<file path="config.mk">
export PLATFORM = sky130hd
export DESIGN_NAME = seq_detect_param
export DESIGN_NICKNAME = d
export VERILOG_FILES = /design/src/rtl/seq_detect_pkg.sv /design/src/rtl/seq_shift_reg.sv /design/src/rtl/seq_detect_param.sv
export SDC_FILE = /design/constraint.sdc
export NUM_CORES = 1
export LEC_CHECK = 0
export BUFFER_PORTS_ARGS = -buffer_cell sky130_fd_sc_hd__buf_4
export CELL_PAD_IN_SITES_DETAIL_PLACEMENT = 1
export CELL_PAD_IN_SITES_GLOBAL_PLACEMENT = 1
export CORE_AREA = 4 4 48 50
export CTS_CLUSTER_DIAMETER = 150
export DETAILED_ROUTE_END_ITERATION = 8
export DIE_AREA = 0 0 52 54
export GPL_TIMING_DRIVEN = 0
export PLACE_DENSITY = 0.85
export SLEW_MARGIN = 5
export SYNTH_ARGS = -nofsm -noshare
export SYNTH_HDL_FRONTEND = slang
export SYNTH_SLANG_ARGS = --single-unit
</file>
<file path="constraint.sdc">
create_clock -name clk -period 1.9 [get_ports clk]
set_input_delay 0.095 -clock clk [delete_from_list [all_inputs] [get_ports clk]]
set_output_delay 0.095 -clock clk [all_outputs]
set_load 0.01 [all_outputs]
</file>
<file path="src/rtl/seq_detect_pkg.sv">
// Shared types and constants for the parameterised serial sequence detector.
package seq_detect_pkg;

  typedef enum logic {
    FILL = 1'b0,
    RUN  = 1'b1
  } state_t;

  localparam logic [3:0] DEFAULT_PAT = 4'b1101;

endpackage

</file>
<file path="src/rtl/seq_shift_reg.sv">
// Serial-in history register: shifts left on en, newest bit lands in q[0].
module seq_shift_reg #(
  parameter int W = 4
) (
  input  logic         clk,
  input  logic         reset,
  input  logic         en,
  input  logic         d,
  output logic [W-1:0] q
);

  logic [W-1:0] q_d, q_q;

  always_comb begin
    q_d = q_q;
    if (en) q_d = {q_q[W-2:0], d};
  end

  always_ff @(posedge clk) begin
    if (reset) q_q <= '0;
    else       q_q <= q_d;
  end

  assign q = q_q;

endmodule

</file>
<file path="src/rtl/seq_detect_param.sv">
// Serial pattern detector with runtime-loadable pattern and overlap select.
// Optional saturating match counter enabled by defining SEQ_DETECT_MATCH_CNT_EN.
module seq_detect_param
  import seq_detect_pkg::*;
#(
  parameter int               PAT_W   = 4,
  parameter logic [PAT_W-1:0] PAT_RST = PAT_W'(DEFAULT_PAT),
  parameter int               CNT_W   = 8
) (
  input  logic             clk,
  input  logic             reset,
  input  logic             x_valid,
  input  logic             x,
  input  logic             pat_load,
  input  logic [PAT_W-1:0] pat_in,
  input  logic             overlap,
  output logic             z,
  output logic [PAT_W-1:0] seq,
  output logic [PAT_W-1:0] pat,
  output logic [CNT_W-1:0] match_cnt
);

  localparam int              FW      = $clog2(PAT_W + 1);
  localparam logic [FW-1:0]   FILL_M1 = FW'(PAT_W - 1);

  state_t           state_d, state_q;
  logic [FW-1:0]    fill_d, fill_q;
  logic [PAT_W-1:0] pat_d, pat_q;
  logic             z_d, z_q;
  logic [PAT_W-1:0] shifted;
  logic             full;
  logic             match;

  seq_shift_reg #(.W(PAT_W)) u_hist (
    .clk   (clk),
    .reset (reset),
    .en    (x_valid),
    .d     (x),
    .q     (seq)
  );

  assign shifted = {seq[PAT_W-2:0], x};

  // pat_load wins over matching: the bit is shifted into history but not counted.
  always_comb begin
    state_d = state_q;
    fill_d  = fill_q;
    pat_d   = pat_q;
    z_d     = 1'b0;
    full    = 1'b0;
    match   = 1'b0;
    if (pat_load) begin
      pat_d   = pat_in;
      fill_d  = '0;
      state_d = FILL;
    end else if (x_valid) begin
      full  = (state_q == RUN) || (fill_q == FILL_M1);
      match = full && (shifted == pat_q);
      if (state_q == FILL) begin
        fill_d = fill_q + 1'b1;
        if (full) state_d = RUN;
      end
      if (match) begin
        z_d = 1'b1;
        if (!overlap) begin
          state_d = FILL;
          fill_d  = '0;
        end
      end
    end
  end

  always_ff @(posedge clk) begin
    if (reset) begin
      state_q <= FILL;
      fill_q  <= '0;
      pat_q   <= PAT_RST;
      z_q     <= 1'b0;
    end else begin
      state_q <= state_d;
      fill_q  <= fill_d;
      pat_q   <= pat_d;
      z_q     <= z_d;
    end
  end

  assign z   = z_q;
  assign pat = pat_q;

`ifdef SEQ_DETECT_MATCH_CNT_EN
  logic [CNT_W-1:0] cnt_d, cnt_q;

  always_comb begin
    cnt_d = cnt_q;
    if (pat_load)                     cnt_d = '0;
    else if (match && (cnt_q != '1))  cnt_d = cnt_q + 1'b1;
  end

  always_ff @(posedge clk) begin
    if (reset) cnt_q <= '0;
    else       cnt_q <= cnt_d;
  end

  assign match_cnt = cnt_q;
`else
  assign match_cnt = '0;
`endif

endmodule

</file>
==> impl_metrics.csv <==
group,metric,value,unit
floorplanning,die_x,52,microns
finish,final_common_cell,"buf_4",
setup_path,rr_startpoint,"fill_q[0]",
floorplanning,top_level_ports,27,
hold_path,min_from,"pat_in[0]",
global_routing,antenna_found_initial,0,
sta,drv_slew,0,
clock_tree,ctsHoldBuffers,0,
detailed_routing,first_pass_iters,6,
power,p_per_area,659,nW/um^2
finish,n_antenna_cell,0,
place,routabilityCongestion,0.630,
detailed_routing,vias,522,
power,ir_drop,574,uV
clock_tree,htreeDepth,1,
detailed_routing,wl_per_cell,12.5,microns
finish,final_layout_size_suffix_gt1_share,32.6,%
finish,fin_util,44.8,%
clock_tree,cts_buffers,3,
detailed_routing,wl_met3,117,microns
clock_tree,clkSinkCount,13,
setup_path,arrival,1.68,ns
yosys,synthesis.instances,66,
floorplanning,coreArea,1900,sq um
detailed_routing,drt_iter0_drc,3,
yosys,yosys_warnings,0,
job,maxCapViolCount,0,
floorplanning,start_util,34.3,%
setup_path,worstSetupStartpoint,"fill_q[0]",
yosys,ys_types,22,
sta,fin_tns_setup,0,ns
detailed_routing,viasPerCell,4.39,
finish,n_fill_cell,230,
run_status,status,"finished, final reports clean",
yosys,synth.avg_cell_area,9.90,sq um
global_routing,grt_use_total,12.2,%
yosys,syn-cell-area,653,sq um
yosys,async_flop_share,0,%
finish,multi_input_area,337,sq um
setup_path,required,2.09,ns
detailed_routing,drcViolationCount,0,
finish,syn_to_final_growth,30.5,%
sta,finalHoldViolCount,0,
detailed_routing,wl_met1,535,microns
place,io_buffers,15,
finish,nNetsFinal,105,
setup_path,path_max_fanout,3,
detailed_routing,dr_wl_met2,833,microns
clock_tree,clk_path_buf_depth,2,
yosys,synthFlopType,"dfxtp_1",
detailed_routing,drtAntennaViolNets,0,
floorplanning,dieArea,2810,sq um
yosys,synth_enable_flop_cells,0,
hold_path,hold_path_class,"input pin to register",
setup_path,end_kind,"register",
sta,setup_viol,0,
sta,skew,0.00121,ns
global_routing,grt_max_degree,11,
clock_tree,cts_setup_buffers,0,
setup_path,crit_path_start_kind,"register",
floorplanning,die_height,54,microns
sta,max_freq,671,MHz
global_routing,overflow,0,
clock_tree,clockRootBuffer,"clkbuf_4",
floorplanning,rows,16,
sta,fin_crit_sh,78.5,%
clock_tree,clock_latency,0.27,ns
detailed_routing,highest-signal-layer,"met3",
power,p_leak,0.000401,uW
finish,regArea,260,sq um
sta,fin_crit,1.49,ns
yosys,yosysSeqAreaShare,39.8,%
clock_tree,cts_tree,"built",
global_routing,grt_pass1_vias,596,
finish,final_cell_mix,"buf_4 (24), dfxtp_1 (13), conb_1 (8)",
global_routing,grt_pass1_wl,2570,microns
yosys,synth_seq_cells,13,
setup_path,worstSetupPathType,"register to register",
detailed_routing,drt_wl_total,1490,microns
clock_tree,cts.reportedPaths.clkPinSlew,0.08,ns
sta,rsz0062_at_grt,"no",
clock_tree,cts_resized,0,
==> cell usage after synthesis, types with 2 or more instances <==
library cell	instances	share of area (%)
mux2i_1	6	9.2
ha_1	2	3.8
a211o_1	3	4.0
xor2_1	4	5.4
a211oi_1	3	3.4
a21oi_1	3	2.3
dfxtp_1	13	40
inv_1	2	1.1
nor2_1	7	4.0
buf_4	9	10
nor2b_1	3	2.9
==> cell families (layout without fill, tap and decap cells) <==
kind of cell    Yosys count  after routing  synth area share, %
compound gates           11             11                 11.7
buf+inv                  13             32                 12.6
flops                    13             13                 39.8
xor+xnor                  5              5                 6.70
simple gates             15             15                 15.5
mux                       6              6                 9.20
fa+ha+maj                 2              2                 3.83
other cells               1              8                0.574
==> layer usage <==
metal / vias up / track usage [%]
met5: - / 0
met4: 0 / 2.62
met3: 0 / 3.32
met2: 17 / 25.5
met1: 245 / 11.6
li1: 260 / -
==> critical path, cell delays in order (launching register included) <==
cell and delay [ns]:
dfxtp_1 0.33, ha_1 0.21, ha_1 0.19, o21ai_0 0.30, nor2_1 0.13, a211oi_1 0.25
==> sequential cells by signal, indices dropped and copies added, names as in the netlist <==
signal / count
state_q: 1
z: 1
u_hist.q: 4
fill_q: 3
pat: 4
==> final timing paths <==
check	to	slack (ns)	depth (start not counted)
worst max-delay path	fill_q[0]	0.41	5
worst min-delay path	pat[0]	0.02	2
worst max register to register	fill_q[0]	0.41	5
worst min register to register	u_hist.q[3]	0.52	2
==> stage by stage <==
stage | instance area [sq um] | hold WS (ns) | power [uW] | instances | worst slack [ns]
after detailed placement | 826 | 0.306 | 398 | 115 | 0.390
after global placement | 826 | 0.297 | 393 | 115 | 0.521
after global routing | 852 | 0.0344 | 596 | 119 | 0.335
after CTS | 852 | 0.0232 | 566 | 119 | 0.367
after floorplan | 679 | 0.213 | 364 | 73 | 0.610
final | 852 | 0.0249 | 562 | 119 | 0.409
==> power by group <==
group | switching, uW | leakage [uW] | total (uW) | internal (uW)
combinational | 48.8 | 0.000279 | 99.4 | 50.6
sequential | 10.2 | 0.000106 | 293 | 283
clock | 88.0 | 0.0000150 | 169 | 81.2
==> layout make-up <==
| cell class | count | share of cell area [%] |
|---|---|---|
| buffer | 11 | 8.81 |
| clock buffer | 4 | 3.08 |
| inverter | 2 | 0.881 |
| multi-input combinational | 47 | 39.5 |
| sequential | 13 | 30.5 |
| tap | 27 | 3.96 |
| timing repair buffer | 15 | 13.2 |
(Power assumes the default switching activity.)
